===== src/rtl/carfield_pkg.sv =====
// Shared types and constants for the Carfield domain boot sequencer.
package carfield_pkg;

  typedef enum logic [2:0] {
    BOOT_IDLE,
    BOOT_WAIT_SECD,
    BOOT_SELECT,
    BOOT_HOLD,
    BOOT_SETTLE,
    BOOT_WAIT_ACK,
    BOOT_DONE,
    BOOT_ERROR
  } carfield_boot_state_e;

  localparam int unsigned BootIdxSafed = 0;
  localparam int unsigned BootIdxPulp  = 1;
  localparam int unsigned BootIdxSpatz = 2;

  function automatic int unsigned max3(input int unsigned a, input int unsigned b,
                                       input int unsigned c);
    int unsigned m;
    m = (a > b) ? a : b;
    return (m > c) ? m : c;
  endfunction

endpackage


===== src/rtl/carfield_boot_cnt.sv =====
// Saturating up-counter shared by the hold, settle and timeout phases.
module carfield_boot_cnt #(
  parameter int unsigned Width = 4
) (
  input  logic             clk,
  input  logic             rst_n,
  input  logic             clr,
  input  logic             en,
  input  logic [Width-1:0] limit,
  output logic             hit
);

  localparam logic [Width:0] One = 1;

  logic [Width-1:0] cnt;

  always_ff @(posedge clk or negedge rst_n) begin
    if (!rst_n)                 cnt <= '0;
    else if (clr)               cnt <= '0;
    else if (en && cnt != '1)   cnt <= cnt + Width'(1);
  end

  // Fires on the edge that completes `limit` cycles since the last clear.
  assign hit = en && (({1'b0, cnt} + One) == {1'b0, limit});

endmodule


===== src/rtl/carfield_domain_boot_seq.sv =====
// Sequential reset/fetch-enable release of Carfield domains after security island init.
module carfield_domain_boot_seq
  import carfield_pkg::*;
#(
  parameter int unsigned NumDomains    = 3,
  parameter int unsigned RstHoldCycles = 4,
  parameter int unsigned SettleCycles  = 2,
  parameter int unsigned TimeoutCycles = 16
) (
  input  logic                              clk_i,
  input  logic                              rst_ni,
  input  logic                              start_i,
  input  logic                              secd_ready_i,
  input  logic [NumDomains-1:0]             domain_en_i,
  input  logic [NumDomains-1:0]             domain_ack_i,
  output logic [NumDomains-1:0]             domain_rst_no,
  output logic [NumDomains-1:0]             domain_fetch_en_o,
  output logic                              busy_o,
  output logic                              done_o,
  output logic                              error_o,
  output logic [$clog2(NumDomains+1)-1:0]   err_idx_o
);

  localparam int unsigned IdxW   = $clog2(NumDomains + 1);
  localparam int unsigned DomW   = (NumDomains > 1) ? $clog2(NumDomains) : 1;
  localparam int unsigned CntMax = max3(RstHoldCycles, SettleCycles, TimeoutCycles);
  localparam int unsigned CntW   = $clog2(CntMax + 1);

  carfield_boot_state_e  state_q, state_d;
  logic [IdxW-1:0]       idx_q, idx_d, err_idx_q, err_idx_d;
  logic [DomW-1:0]       sel;
  logic [NumDomains-1:0] rst_q, rst_d, fetch_q, fetch_d;
  logic [CntW-1:0]       limit;
  logic                  hit, tmo, clr, busy;

  assign sel = idx_q[DomW-1:0];
  assign tmo = (TimeoutCycles != 0) && hit;
  assign clr = (state_d != state_q);

  always_comb begin
    case (state_q)
      BOOT_HOLD:   limit = CntW'(RstHoldCycles);
      BOOT_SETTLE: limit = CntW'(SettleCycles);
      default:     limit = CntW'(TimeoutCycles);
    endcase
  end

  carfield_boot_cnt #(.Width(CntW)) u_cnt (
    .clk   (clk_i),
    .rst_n (rst_ni),
    .clr   (clr),
    .en    (busy),
    .limit (limit),
    .hit   (hit)
  );

  always_comb begin
    state_d   = state_q;
    idx_d     = idx_q;
    rst_d     = rst_q;
    fetch_d   = fetch_q;
    err_idx_d = err_idx_q;
    case (state_q)
      BOOT_IDLE, BOOT_DONE, BOOT_ERROR: begin
        if (start_i) begin
          state_d   = BOOT_WAIT_SECD;
          rst_d     = '0;
          fetch_d   = '0;
          idx_d     = '0;
          err_idx_d = '0;
        end
      end
      BOOT_WAIT_SECD: begin
        if (secd_ready_i) state_d = BOOT_SELECT;
        else if (tmo) begin
          state_d   = BOOT_ERROR;
          err_idx_d = IdxW'(NumDomains);
        end
      end
      BOOT_SELECT: begin
        if (idx_q == IdxW'(NumDomains)) state_d = BOOT_DONE;
        else if (!domain_en_i[sel])     idx_d   = idx_q + IdxW'(1);
        else                            state_d = BOOT_HOLD;
      end
      BOOT_HOLD: begin
        if (hit) begin
          rst_d[sel] = 1'b1;
          state_d    = BOOT_SETTLE;
        end
      end
      BOOT_SETTLE: begin
        if (hit) begin
          fetch_d[sel] = 1'b1;
          state_d      = BOOT_WAIT_ACK;
        end
      end
      BOOT_WAIT_ACK: begin
        // Ack is checked first so a coincident timeout still counts as success.
        if (domain_ack_i[sel]) begin
          idx_d   = idx_q + IdxW'(1);
          state_d = BOOT_SELECT;
        end else if (tmo) begin
          rst_d[sel]   = 1'b0;
          fetch_d[sel] = 1'b0;
          err_idx_d    = idx_q;
          state_d      = BOOT_ERROR;
        end
      end
      default: state_d = BOOT_IDLE;
    endcase
  end

  always_ff @(posedge clk_i or negedge rst_ni) begin
    if (!rst_ni) begin
      state_q   <= BOOT_IDLE;
      idx_q     <= '0;
      rst_q     <= '0;
      fetch_q   <= '0;
      err_idx_q <= '0;
    end else begin
      state_q   <= state_d;
      idx_q     <= idx_d;
      rst_q     <= rst_d;
      fetch_q   <= fetch_d;
      err_idx_q <= err_idx_d;
    end
  end

  assign busy = !(state_q inside {BOOT_IDLE, BOOT_DONE, BOOT_ERROR});

  assign domain_rst_no     = rst_q;
  assign domain_fetch_en_o = fetch_q;
  assign busy_o            = busy;
  assign done_o            = (state_q == BOOT_DONE);
  assign error_o           = (state_q == BOOT_ERROR);
  assign err_idx_o         = err_idx_q;

endmodule


===== config.mk =====
export PLATFORM = sky130hd
export DESIGN_NAME = carfield_domain_boot_seq
export DESIGN_NICKNAME = d
export VERILOG_FILES = /design/src/rtl/carfield_pkg.sv /design/src/rtl/carfield_boot_cnt.sv /design/src/rtl/carfield_domain_boot_seq.sv
export SDC_FILE = /design/constraint.sdc
export NUM_CORES = 1
export LEC_CHECK = 0
export ABC_AREA = 1
export CAP_MARGIN = 20
export CORE_ASPECT_RATIO = 1.5
export CORE_MARGIN = 8
export CORE_UTILIZATION = 58
export CTS_BUF_LIST = sky130_fd_sc_hd__clkbuf_16
export DETAILED_ROUTE_END_ITERATION = 8
export GPL_TIMING_DRIVEN = 0
export PLACE_DENSITY = 0.91
export SLEW_MARGIN = 20
export SYNTH_ARGS = -nofsm -noshare
export SYNTH_HDL_FRONTEND = slang
export SYNTH_HIERARCHICAL = 1
export SYNTH_SLANG_ARGS = --single-unit

===== constraint.sdc =====
create_clock -name clk_i -period 7.4 [get_ports clk_i]
set_input_delay 1.48 -clock clk_i [delete_from_list [all_inputs] [get_ports clk_i]]
set_output_delay 1.48 -clock clk_i [all_outputs]
set_load 0.01 [all_outputs]

==> reports/results.txt, run 1 <==
area delta synth->final - 22.50%
largest net degree at the start of global routing - 19
Ys Warns - 6
Post-CTS Resized - 0
Synth top area share - 31.63%
flops & latches, synth - 18
Fillers - 191
DR WL/cell - 13.64 µm
sequential-to-total area share from yosys stat - 31.63%
first-pass GRT wire length - 6437 µm
Area contributors post-synth - dfrtp_1 32%, nand2_1 13%, inv_1 9.0%, nand3_1 7.4%, ha_1 5.3%
Die X - 56.46 µm
HPWL Detailed - 2717 µm
average cell area after synthesis - 6.780 µm²
Fin. Hold Viols - 0
ratio of cells with drive above 1 in the final layout - 10.13%
Mapped Area - 1424 µm²
post-route ant nets - 0
postcts setup bufs - 0
pre-CTS WS - 4.102 ns
H-tree depth - 1
via count - 1489
vias in the first global route - 1470
Slew Viols, Final - 0
library cells used by synthesis - 30
Cell Pwr Density - 363.5 nW/µm²
Synth Instances - 210
Fin Setup TNS - 0 ns
Max Cap Viol - 0
largest area contributor in the netlist - dfrtp_1
maximum fanout along the worst path - 7
Iteration-0 DRC Markers - 79
WL final - 3560 µm
CP required - 7.57 ns
Critical Path Sink Type - flop
Antenna diodes - 0
Inserted Clock Buffers - 3
startpoint types - flop
Slew HR - 43.45%
ys flop type - dfrtp_1
Vias/cell - 5.705
Residual DRC - 0
Vert. Die Dim - 76.69 µm
port buffer count - 20
row cnt - 22
Core Area - 2395 µm²
Die ar. - 4329 µm²
worst setup margin - 4.073 ns
initial antenna violation count - 0
grt ovf - 0
Async SR Flop Fraction - 100.0%
# setup viols final - 0
setup skew after layout - 0.002908 ns
Max clock buf depth - 2
num ports - 21
Sink Count - 18
first drt pass iteration count - 4
Initial Util - 59.46%
CP Class - flop to flop
NumNets Final - 254
Post-synth EDFFs - 0
Peak VDD IR - 0.2125 mV
Reg area - 450.4 µm²
clock latency on the worst-skew pair - 0.25 ns
Post-synth top cells - 51 x nand2_1, 34 x inv_1, 21 x nand3_1, 19 x nor2_1, 18 x dfrtp_1
fmax - 300.6 MHz
area of the multi-input gates - 819.5 µm²
Leak Pwr - 0.8707 nW
crit path DAT - 3.50 ns
worst-margin pin slew - 0.8456 ns
RSZ-0062 raised after global routing - no
most common cell in the netlist - nand2_1
post-layout minimum cycle time - 3.327 ns
CTS root buf - clkbuf_16
RePlAce Congestion - 0.9112
period utilization - 44.96%
Worst-path clk slew - 0.05 ns
CTS tree - built
hold buffers post-CTS - 0
GRT Overall Usage - 17.87%
Min-Delay Path Class - flop to flop
status - complete, no violations
-- layout make-up --
cell class,instances,share of cell area (%)
timing repair buffer,20,11.48
sequential,18,25.83
inverter,38,8.178
clock buffer,3,4.304
multi-input combinational,155,46.99
tap,24,1.722
clock inverter,1,0.2152
buffer,2,1.291
-- state kept, by name, indices dropped and copies added, names as in the netlist --
name               cells
u_cnt/cnt              5
idx_q                  2
state_q                3
domain_fetch_en_o      3
domain_rst_no          3
err_idx_o              2
-- layout by cell type (no fill, tap or decap), types with 2 or more instances in the layout --
cell             Yosys  routed
a21oi_1              5       5
a31oi_1              3       3
buf_6                2       2
clkbuf_16            0       3
clkdlybuf4s50_1      0      20
conb_1               1       4
dfrtp_1             18      18
ha_1                 6       6
inv_1               34      34
inv_2                4       4
nand2_1             51      51
nand3_1             21      21
nand4_1              4       4
nor2_1              19      19
nor2_4               2       2
nor3_1               4       4
nor3_2               2       2
o21ai_0             15      15
o21ai_1              3       3
o21ai_2              2       2
o22ai_1              2       2
or2_2                2       2
-- stage by stage --
step           hold slack, ns  std cells  area, µm²  total power [mW]  util, %
2_1_floorplan          0.5081        213       1435            0.4167        -
3_3_place_gp           0.4694        257       1665            0.5049    69.54
3_5_place_dp           0.4894        257       1665            0.5138    69.54
4_1_cts                0.5026        261       1744            0.6315    72.83
5_1_grt                0.5506        261       1744            0.6870    72.83
6_report               0.5032        261       1744            0.6340    72.83
-- kinds of logic after synthesis --
logic type,after synthesis,synth area share (%)
compound gates,33,13.44
fa+ha+maj,6,5.272
flops,18,31.63
other cells,1,0.2634
simple gates,112,37.79
buf+inv,40,11.60
-- final timing paths --
| kind | to | slack, ns | startpoint | depth (start not counted) |
|---|---|---|---|---|
| worst min register to register | err_idx_o[1] | 0.50 | err_idx_o[1] | 2 |
| worst max-delay path | u_cnt/cnt[1] | 4.07 | u_cnt/cnt[0] | 19 |
| worst max register to register | u_cnt/cnt[1] | 4.07 | u_cnt/cnt[0] | 19 |
| worst min-delay path | err_idx_o[1] | 0.50 | err_idx_o[1] | 2 |
| min in group asynchronous | idx_q[1] | 1.71 | rst_ni | 1 |
| max in group asynchronous | err_idx_o[1] | 5.17 | rst_ni | 1 |
-- critical path: stages (launching register included) --
cell     delay (ns)
dfrtp_1        0.44
ha_1           0.24
nand2_1        0.10
nor2_1         0.06
ha_1           0.28
a21oi_1        0.15
nand2_1        0.08
nor2_1         0.10
nand3_1        0.07
nor2_1         0.40
nor2_2         0.13
nor3_2         0.28
nand3_2        0.11
nand2_1        0.08
nand2_1        0.05
nor2_1         0.11
nand2_1        0.06
inv_1          0.13
nand3_1        0.18
o21ai_0        0.19
-- routing by layer --
| layer | global-route usage (%) | vias up | share of wire [%] |
|---|---|---|---|
| met3 | 3.789 | 22 | 5.7 |
| met4 | 10.63 | 0 | 3.9 |
| met2 | 31.72 | 70 | 55 |
| li1 | - | 731 | - |
| met5 | 0 | - | 0 |
| met1 | 18.22 | 666 | 36 |
-- where the power goes --
part           internal [mW]  switching [mW]
Sequential             0.122          0.0228
Clock                 0.0720          0.0394
Combinational          0.140           0.237
No activity file was read; power rests on OpenSTA's default activity.
==> inputs of run 2 (changes only) <==
Settings changed: CORE_UTILIZATION 58 to 54, PLACE_DENSITY 0.91 to 0.86.
Clock period 7.4 ns to 3.3 ns, I/O delays scaled along.
==> reports/results.txt, run 2 (synthesis gave the netlist of run 1 again) <==
# setup viols final - 0
max reg flops - 5
first-pass GRT wire length - 6120 µm
CP Class - flop to flop
commonest cells after routing, fill and taps aside - 51 x nand2_1, 34 x inv_1, 20 x nand3_1, 20 x clkdlybuf4s50_1, 18 x nor2_1
largest net degree at the start of global routing - 19
H-tree depth - 1
Leak Pwr - 0.8712 nW
Finished Cell Area - 1759 µm²
Initial Util - 54.98%
Die ar. - 4570 µm²
WL final - 3606 µm
most common cell after layout, fill and taps aside - nand2_1
HPWL Detailed - 2710 µm
period utilization - 91.21%
via count - 1479
status - complete, no violations
fin util - 67.92%
setup skew after layout - 0.003545 ns
post-route ant nets - 0
pre-CTS WS - 0.09757 ns
Antenna diodes - 0
vias in the first global route - 1397
GRT Overall Usage - 17.02%
initial antenna violation count - 0
post-layout minimum cycle time - 3.010 ns
Final Power - 1.432 mW
Vert. Die Dim - 78.89 µm
FF-to-FF path depth - 20
reg-to-reg setup timing slack - 0.29 ns
Vias/cell - 5.645
clock latency on the worst-skew pair - 0.26 ns
CTS tree - built
Fin. Hold Viols - 0
Min-Delay Path Class - flop to flop
area delta synth->final - 23.55%
Fin Setup TNS - 0 ns
postcts setup bufs - 0
CTS root buf - clkbuf_16
Post-CTS Resized - 0
Iteration-0 DRC Markers - 63
RePlAce Congestion - 0.9262
first drt pass iteration count - 4
CP required - 3.47 ns
hold buffers post-CTS - 0
WHS Path Cells - 2
Top reg by flops - u_cnt/cnt
Inserted Clock Buffers - 3
Sink Count - 18
Critical Path Sink Type - flop
HP Start - err_idx_o[1]
Worst-path clk slew - 0.06 ns
fmax - 332.2 MHz
Hold Path End - err_idx_o[1]
maximum fanout along the worst path - 7
startpoint types - flop
Max clock buf depth - 2
ratio of cells with drive above 1 in the final layout - 11.39%
Slew Viols, Final - 0
Max Cap Viol - 0
RSZ-0062 raised after global routing - no
Fillers - 230
Critical R2R Capture - u_cnt/cnt[1]
Core Area - 2590 µm²
grt ovf - 0
Cell Pwr Density - 814.1 nW/µm²
row cnt - 23
Peak VDD IR - 0.4506 mV
RR Startpoint - u_cnt/cnt[0]
placed standard-cell area - 1667 µm²
NumNets Final - 254
worst setup margin - 0.2902 ns
Die X - 57.93 µm
DR WL/cell - 13.76 µm
port buffer count - 20
worst-margin pin slew - 0.8153 ns
crit path DAT - 3.18 ns
Slew HR - 45.48%
num ports - 21
Residual DRC - 0
run 2: cell counts in the layout (fill, tap and decap cells not counted):
No cell type changed its count.
run 2: worst max-delay path by stage:
stage	from	endpoint	slack (ns)	cells past startpoint
after global routing	u_cnt/cnt[0]	u_cnt/cnt[1]	0.04	19
after detailed placement	u_cnt/cnt[0]	u_cnt/cnt[1]	0.1	20
after CTS	u_cnt/cnt[0]	u_cnt/cnt[1]	0.07	20
final	u_cnt/cnt[0]	u_cnt/cnt[1]	0.29	20
after floorplan	u_cnt/cnt[0]	u_cnt/cnt[0]	0.61	19
after global placement	u_cnt/cnt[0]	u_cnt/cnt[1]	0.17	19
run 2: worst max-delay path: stages (launching register included):
cell and delay [ns]:
dfrtp_2 0.45, ha_1 0.23, nand2_1 0.11, nor2_1 0.06
ha_1 0.28, inv_1 0.06, nand2_1 0.06, nand3_1 0.08
nor2_1 0.11, nand3_1 0.12, nor2_4 0.18, nor2_2 0.09
nor3_2 0.26, nand3_2 0.10, nand2_1 0.07, nand2_1 0.04
nor2_1 0.09, nand2_1 0.05, inv_1 0.14, nand3_2 0.14
o21ai_0 0.18
run 2: through the flow:
| stage | hold slack, ns | std cells |
|---|---|---|
| after detailed placement | 0.4913 | 258 |
| after floorplan | 0.3644 | 213 |
| after global placement | 0.4777 | 258 |
| after global routing | 0.5161 | 262 |
| final | 0.5081 | 262 |
| after CTS | 0.5050 | 262 |
run 2: area by class of cell:
type | instances | area, µm² | area share [%]
multi-input cells | 155 | 832.0 | 47.30
plain buffers | 2 | 22.52 | 1.280
clock inverters | 1 | 3.754 | 0.2134
clock buffers | 3 | 75.07 | 4.267
well taps | 25 | 31.28 | 1.778
inverters | 38 | 142.6 | 8.108
flip-flops and latches | 18 | 451.7 | 25.68
repair buffers | 20 | 200.2 | 11.38
run 2: power breakdown:
part	switching, mW	leakage [nW]	internal, mW
combinational	0.538	0.592	0.317
clock	0.0899	0.0385	0.162
sequential	0.0504	0.240	0.275
total	0.678	0.871	0.754
run 2: per-layer routing:
layer	GRT usage, %	part of all wire, %	vias to the layer above
met5	0	0	-
met4	10.84	3.9	0
met3	3.069	5.2	13
met2	31.50	55	48
met1	16.68	36	685
li1	-	-	733
